`config.mk`:
```
export PLATFORM = sky130hd
export DESIGN_NAME = fetch_unit
export DESIGN_NICKNAME = d
export VERILOG_FILES = /design/src/rtl/fetch_unit.sv
export SDC_FILE = /design/constraint.sdc
export NUM_CORES = 1
export LEC_CHECK = 0
export CORE_MARGIN = 1.5
export CORE_UTILIZATION = 30
export DETAILED_ROUTE_END_ITERATION = 10
export HOLD_SLACK_MARGIN = 0.15
export PLACE_DENSITY = 0.52
export SYNTH_ARGS = -nofsm -noshare
export SYNTH_HDL_FRONTEND = slang
export SYNTH_SLANG_ARGS = --single-unit
```
`constraint.sdc`:
```
create_clock -name clk -period 2.9 [get_ports clk]
set_input_delay 0.58 -clock clk [delete_from_list [all_inputs] [get_ports clk]]
set_output_delay 0.58 -clock clk [all_outputs]
set_load 0.005 [all_outputs]
```
`src/rtl/fetch_unit.sv`:
```
// fetch_unit: single-outstanding instruction fetcher feeding a small in-order queue.
// Head outputs come only from registered queue entries, so a response reaches decode one cycle later.
module fetch_unit #(
  parameter logic [7:0]  RESET_PC  = 8'h00,
  parameter int          QDEPTH    = 2,
  parameter logic [15:0] NOP_INSTR = 16'hE000
) (
  input  logic        clk,
  input  logic        reset,
  output logic        imem_req,
  output logic [7:0]  imem_addr,
  input  logic        imem_rvalid,
  input  logic [15:0] imem_rdata,
  input  logic        flush,
  input  logic [7:0]  redirect_pc,
  input  logic        decode_ready,
  output logic        instr_valid,
  output logic [15:0] instruction,
  output logic [7:0]  instr_pc
);
  localparam int PW = $clog2(QDEPTH);
  localparam int CW = $clog2(QDEPTH + 1);
  typedef enum logic [1:0] {IDLE, WAIT, DISCARD} state_t;
  state_t state, state_nx;
  logic [7:0] pc, req_pc;
  logic [15:0] q_data [QDEPTH];
  logic [7:0] q_pc [QDEPTH];
  logic [PW-1:0] head, tail;
  logic [CW-1:0] count;
  logic push, pop;

  function automatic logic [PW-1:0] inc(input logic [PW-1:0] p);
    return (p == PW'(QDEPTH - 1)) ? '0 : p + 1'b1;
  endfunction

  // issuing only below full is what makes queue overflow impossible
  assign imem_req    = reset && state == IDLE && !flush && count < CW'(QDEPTH);
  assign imem_addr   = pc;
  assign instr_valid = count != '0;
  assign instruction = instr_valid ? q_data[head] : NOP_INSTR;
  assign instr_pc    = instr_valid ? q_pc[head] : 8'h00;
  assign push        = state == WAIT && imem_rvalid && !flush;
  assign pop         = instr_valid && decode_ready && !flush;

  always_comb begin
    state_nx = state;
    case (state)
      IDLE:    state_nx = imem_req ? WAIT : IDLE;
      WAIT:    state_nx = imem_rvalid ? IDLE : flush ? DISCARD : WAIT;
      DISCARD: state_nx = imem_rvalid ? IDLE : DISCARD;
      default: state_nx = IDLE;
    endcase
  end

  always_ff @(posedge clk or negedge reset) begin
    if (!reset) begin
      state  <= IDLE;
      pc     <= RESET_PC;
      req_pc <= 8'h00;
      head   <= '0;
      tail   <= '0;
      count  <= '0;
    end else begin
      state <= state_nx;
      pc    <= flush ? redirect_pc : imem_req ? pc + 8'd1 : pc;
      if (imem_req) req_pc <= pc;
      if (flush) begin
        head  <= '0;
        tail  <= '0;
        count <= '0;
      end else begin
        if (push) tail <= inc(tail);
        if (pop) head <= inc(head);
        count <= count + CW'(push) - CW'(pop);
      end
    end
  end

  always_ff @(posedge clk) begin
    if (push) begin
      q_data[tail] <= imem_rdata;
      q_pc[tail]   <= req_pc;
    end
  end
endmodule

```
==> summary.txt, run 1 <==
Run status
  • Outcome: finished, final reports clean

CTS
  • CTS tree: yes
  • Post-CTS Setup Repair Bufs: 0
  • CTS Sinks: 70
  • Clk Latency, worst-skew pair: 330 ps
  • Clk slew on worst S/H paths: 70 ps
  • TritonCTS Buffers: 9
  • # hold bufs at CTS: 0
  • PostCTS Resize Cnt: 0
  • Root Driver: clkbuf_8
  • CTS Buffer Depth: 2
  • Level count of the clock H-tree: 3

Global routing
  • GRT Util Overall: 11.6%
  • Gr ovfl total: 0
  • Vias in the first global route: 1823
  • First-pass GRT wire length: 8.89 mm
  • Initial antenna violation count: 0
  • Pin count of the biggest net entering global routing: 25

Detailed routing
  • Avg WL per Cell: 13.5 um
  • Initial DRC Count: 43
  • Via count: 1811
  • Via density: 4.43
  • TritonRoute pass-1 iters: 4
  • DRC: 0
  • Final ANT Viol Nets: 0
  • WL final: 5.51 mm

STA
  • Unrepaired setup endpoints after global routing: no
  • Skew final: 7.31 ps
  • Final setup TNS: 0 ps
  • Slew Viols, Final: 0
  • Slew headroom: 66.1%
  • FMAX: 352 MHz
  • Period utilization: 98.0%
  • Final setup violation count: 0
  • Slew @ Worst Pin: 509 ps
  • Hold Fails Final Rpt: 0
  • Fin crit period: 2840 ps

Finish
  • Layout area overhead: 36.9%
  • Final design utilization: 42.4%
  • Share of layout cells above drive strength 1: 13.6%
  • Final nets: 306
  • N_diodes: 0

Synth
  • Post-synth EDFFs: 48
  • Number of synthesis warnings: 0
  • Post-synth top area share: 50.1%
  • Main synth FF type: edfxtp_1
  • Most frequent cell after synthesis: edfxtp_1
  • Mapped Area: 0.00288 sq mm
  • Synthesis-stage register bit count: 70
  • Sequential cell area fraction in the yosys report: 69.3%
  • Most frequent cells after synthesis: edfxtp_1, nor2_1, mux2i_1, dfrtp_1, nand2_1
  • Cells after Synth: 202
  • Leading area contributor after synthesis: edfxtp_1
  • Ys async rst share: 31.4%
  • Synth unique cells: 33
  • Post-Syn Area per Cell: 14.2 sq um
  • Synth top area cells: edfxtp_1, dfrtp_1, mux2i_1
  • Net Count, Synth: 233

Power
  • Sw frac: 22.5%
  • Clk pwr share: 36.4%
  • Power Total: 2340 uW
  • Flop pwr share: 51.6%
  • Combinational share of power: 12.0%
  • Power per cell area: 595 mW/mm^2
  • Net switching power: 528 uW
  • P_leak: 0.00137 uW
  • Internal power: 1810 uW
  • Max VDD drop: 0.200 mV

Critical path
  • Slowest stage delay, CP: 520 ps
  • Crit-path cells: clkdlybuf4s50_1 > or4b_1 > nor2_2 > clkdlybuf4s50_1
  • Critical path origin: reset
  • R2r startpoint: state[0]
  • CP most frequent cell: clkdlybuf4s50_1
  • Crit start category: input port
  • Critical path type: input port to output pin
  • Max FO, Critical Path: 2
  • WP data arrival: 2260 ps
  • Critical path's slowest cell: clkdlybuf4s50_1
  • CP endpoint kind: output pin
  • Critical Path RT: 2320 ps

Hold path
  • Hold wc startpoint: req_pc[1]
  • Hold WC Path Type: register to register

Die
  • Row Count: 35
  • Die Span Y: 101 um
  • Initial Utilization: 31.0%
  • Die W: 101 um
  • Die area: 0.0102 sq mm
  • Core ar.: 0.00928 sq mm
  • Ports: 63

Placed design
  • Gpl congestion: 0.773
  • Hpwl dp: 3.61 mm
  • Port Buffer Count: 62

Flow run
  • Max_cap viols: 0
-- cell usage in the layout (no fill, tap or decap), drive strengths merged, types with 2 or more instances in the layout --
master,n
a21oi,2
a31oi,3
buf,9
clkbuf,12
clkdlybuf4s50,62
clkinv,3
dfrtp,22
edfxtp,48
ha,2
inv,2
mux2,9
mux2i,25
nand2,10
nand3,6
nand3b,2
nor2,30
nor2b,3
o211ai,3
o21ai,3
o31ai,3
or4,6
xor2,3
-- per-stage QoR --
| stage | std cells | instance area, sq um | hold slack, ps | setup slack, ps |
|---|---|---|---|---|
| 6_report | 409 | 3940 | 468 | 58.9 |
| 5_1_grt | 409 | 3940 | 492 | 0.856 |
| 4_1_cts | 409 | 3940 | 474 | 15.0 |
| 3_5_place_dp | 393 | 3710 | 460 | 18.2 |
| 3_3_place_gp | 393 | 3710 | 449 | 26.2 |
| 2_1_floorplan | 202 | 2890 | 284 | 475 |
-- logic make-up after synthesis --
kind of cell | after synthesis | share of synthesized area, %
mux | 34 | 12.2
simple gates | 65 | 11.3
xor+xnor | 4 | 1.22
fa+ha+maj | 2 | 0.870
buf+inv | 12 | 1.74
compound gates | 15 | 3.35
flops | 70 | 69.3
-- worst paths after layout --
| kind | end | slack, ps | cells after the start |
|---|---|---|---|
| max | imem_req | 60 | 4 |
| min | q_pc[0][1] | 470 | 0 |
| max reg2reg | imem_addr[6] | 930 | 4 |
| min reg2reg | q_pc[0][1] | 470 | 0 |
| max in group asynchronous | req_pc[7] | 2030 | 2 |
| min in group asynchronous | imem_addr[4] | 640 | 2 |
-- power by group through the flow --
| stage | combinational [uW] | sequential [uW] | clock, uW |
|---|---|---|---|
| 6_report | 281 | 1210 | 854 |
| 3_3_place_gp | 282 | 1230 | 0 |
| 2_1_floorplan | 138 | 1210 | 0 |
| 4_1_cts | 287 | 1210 | 882 |
| 5_1_grt | 313 | 1220 | 927 |
| 3_5_place_dp | 285 | 1230 | 0 |
-- metal layers --
metal | part of all wire [%] | up-vias | global-route usage, %
met5 | 0 | - | 0
met3 | 5.0 | 10 | 2.77
met1 | 50 | 855 | 15.5
li1 | - | 889 | -
met4 | 1.3 | 0 | 5.77
met2 | 44 | 57 | 17.8
-- flip-flops by register name (all words and copies together) (netlist names) --
| register | count |
|---|---|
| imem_addr | 8 |
| count | 2 |
| head | 1 |
| req_pc | 8 |
| tail | 1 |
| state | 2 |
| q_pc | 16 |
| q_data | 32 |
-- worst max-delay path: cells and delay by family --
kind | cells | cell delay, ps
buffers and inverters | 2 | 1000
AND/OR/NAND/NOR | 2 | 670
-- layout make-up --
type | count | area, sq um
Clock inverter | 4 | 51.3
Clock buffer | 12 | 176
Tap cell | 129 | 161
Multi-Input combinational cell | 120 | 856
Fill cell | 879 | 5350
Sequential cell | 70 | 1990
Inverter | 3 | 11.3
Timing Repair Buffer | 71 | 688
No activity file was read; power rests on OpenSTA's default activity.
==> run 2: changes to the inputs <==
CAP_MARGIN = 20   (was default)
==> results of run 2 <==
No change in the layout: final DEF, timing and power equal those of run 1.
==> run 3: changes to the inputs <==
MAX_ROUTING_LAYER = met4   (was default)
==> summary.txt, run 3 (same netlist as run 1, synthesis figures left out) <==
Run status
  • Outcome: finished, final reports clean (unchanged)

Die
  • Core ar.: 0.00928 sq mm (unchanged)
  • Initial Utilization: 31.0% (unchanged)
  • Row Count: 35 (unchanged)
  • Ports: 63 (unchanged)
  • Die Span Y: 101 um (unchanged)
  • Die W: 101 um (unchanged)
  • Die area: 0.0102 sq mm (unchanged)

STA
  • Final setup violation count: 0 (unchanged)
  • FMAX: 352 MHz (about the same)
  • Slew headroom: 66.1% (unchanged)
  • PnR worst setup slack: 58.9 ps (about the same)
  • Skew final: 7.44 ps (was 7.31 ps)
  • Slew Viols, Final: 0 (unchanged)
  • Final setup TNS: 0 ps (unchanged)
  • Slew @ Worst Pin: 509 ps (unchanged)
  • Period utilization: 98.0% (about the same)
  • Fin crit period: 2840 ps (about the same)
  • Hold Fails Final Rpt: 0 (unchanged)
  • Unrepaired setup endpoints after global routing: no (unchanged)

Power
  • Power per cell area: 595 mW/mm^2 (about the same)
  • P_leak: 0.00137 uW (unchanged)
  • Max VDD drop: 0.200 mV (about the same)

Finish
  • Most flops, register: q_data (unchanged)
  • Commonest non-fill, non-tap cell in the layout: clkdlybuf4s50_1 (unchanged)
  • Biggest regs: q_data (32), q_pc (16) (unchanged)
  • N_diodes: 0 (unchanged)
  • Final design utilization: 42.4% (unchanged)
  • Max reg flops: 32 (unchanged)
  • Final nets: 306 (unchanged)
  • Layout area overhead: 36.9% (unchanged)
  • Share of layout cells above drive strength 1: 13.6% (unchanged)
  • Most frequent cells in the layout: clkdlybuf4s50_1, edfxtp_1, nor2_1 (unchanged)

Critical path
  • R2r startpoint: state[0] (unchanged)
  • WP data arrival: 2260 ps (about the same)
  • Max FO, Critical Path: 2 (unchanged)
  • Critical path type: input port to output pin (unchanged)
  • R2R Setup Slk: 930 ps (about the same)
  • Crit start category: input port (unchanged)
  • Reg2Reg Capture Point: imem_addr[6] (unchanged)
  • R2R cell count: 4 (unchanged)
  • Critical Path RT: 2320 ps (about the same)
  • CP endpoint kind: output pin (unchanged)

CTS
  • CTS tree: yes (unchanged)
  • Clk Latency, worst-skew pair: 330 ps (about the same)
  • Root Driver: clkbuf_8 (unchanged)
  • PostCTS Resize Cnt: 0 (unchanged)
  • CTS Buffer Depth: 2 (unchanged)
  • TritonCTS Buffers: 9 (unchanged)
  • Post-CTS Setup Repair Bufs: 0 (unchanged)
  • # hold bufs at CTS: 0 (unchanged)
  • CTS Sinks: 70 (unchanged)
  • Clk slew on worst S/H paths: 70 ps (about the same)
  • Level count of the clock H-tree: 3 (unchanged)

Detailed routing
  • Final ANT Viol Nets: 0 (unchanged)
  • Avg WL per Cell: 13.4 um (was 13.5 um)
  • Initial DRC Count: 43 (unchanged)
  • DRC: 0 (unchanged)
  • Via density: 4.42 (was 4.43)
  • Via count: 1809 (was 1811)
  • TritonRoute pass-1 iters: 4 (unchanged)
  • WL final: 5.50 mm (was 5.51 mm)

Hold path
  • Hold WC Path Type: register to register (unchanged)
  • Worst hold path cell count: 0 (unchanged)
  • Hold wc startpoint: req_pc[1] (unchanged)
  • Hold Path Sink: q_pc[0][1] (unchanged)

Placed design
  • Port Buffer Count: 62 (unchanged)
  • Gpl congestion: 0.784 (was 0.773)
  • Pre-CTS setup slack: 18.2 ps (unchanged)
  • Hpwl dp: 3.61 mm (unchanged)

Flow run
  • Max_cap viols: 0 (unchanged)

Global routing
  • GRT Util Overall: 12.0% (was 11.6%)
  • First-pass GRT wire length: 8.88 mm (was 8.89 mm)
  • Gr ovfl total: 0 (unchanged)
  • Vias in the first global route: 1824 (was 1823)
  • Initial antenna violation count: 0 (unchanged)
  • Pin count of the biggest net entering global routing: 25 (unchanged)
[run 3: cell counts in the layout (fill, tap and decap cells not counted)]
No cell type changed its count.
[run 3: critical path: stages]
cell and delay, ps:
clkdlybuf4s50_1 480, or4b_1 500, nor2_2 170, clkdlybuf4s50_1 520
[run 3: per-layer routing]
metal	wire, um	up-vias	global-route usage, %
met3	269	10	2.77
met1	2740	855	15.5
met2	2410	55	17.8
li1	-	889	-
met4	84	0	5.77
met5	0	-	-
[run 3: where the power goes]
group / internal (uW) / total (uW) / switching (uW)
clock network: 497 / 854 / 357
logic: 168 / 281 / 113
registers: 1150 / 1210 / 57.8
[run 3: how the worst max path moves through the flow]
stage	start	to	slack (ps)	depth (start not counted)
finish	reset	imem_req	60	4
detailed placement	reset	imem_req	20	4
floorplan	flush	q_data[0][0]	480	3
CTS	reset	imem_req	20	4
global route	reset	imem_req	0.9	4
global placement	reset	imem_req	30	4
[run 3: area by class of cell]
cell class	instances	area [sq um]
Timing Repair Buffer	71	688
Fill cell	879	5350
Clock inverter	4	51.3
Clock buffer	12	176
Multi-Input combinational cell	120	856
Sequential cell	70	1990
Inverter	3	11.3
Tap cell	129	161
[run 3: stage by stage]
step,cells,area [sq um],power (uW),hold WS [ps]
detailed placement,393,3710,1520,460
global placement,393,3710,1510,449
CTS,409,3940,2380,474
global route,409,3940,2460,492
floorplan,202,2890,1350,284
finish,409,3940,2340,468
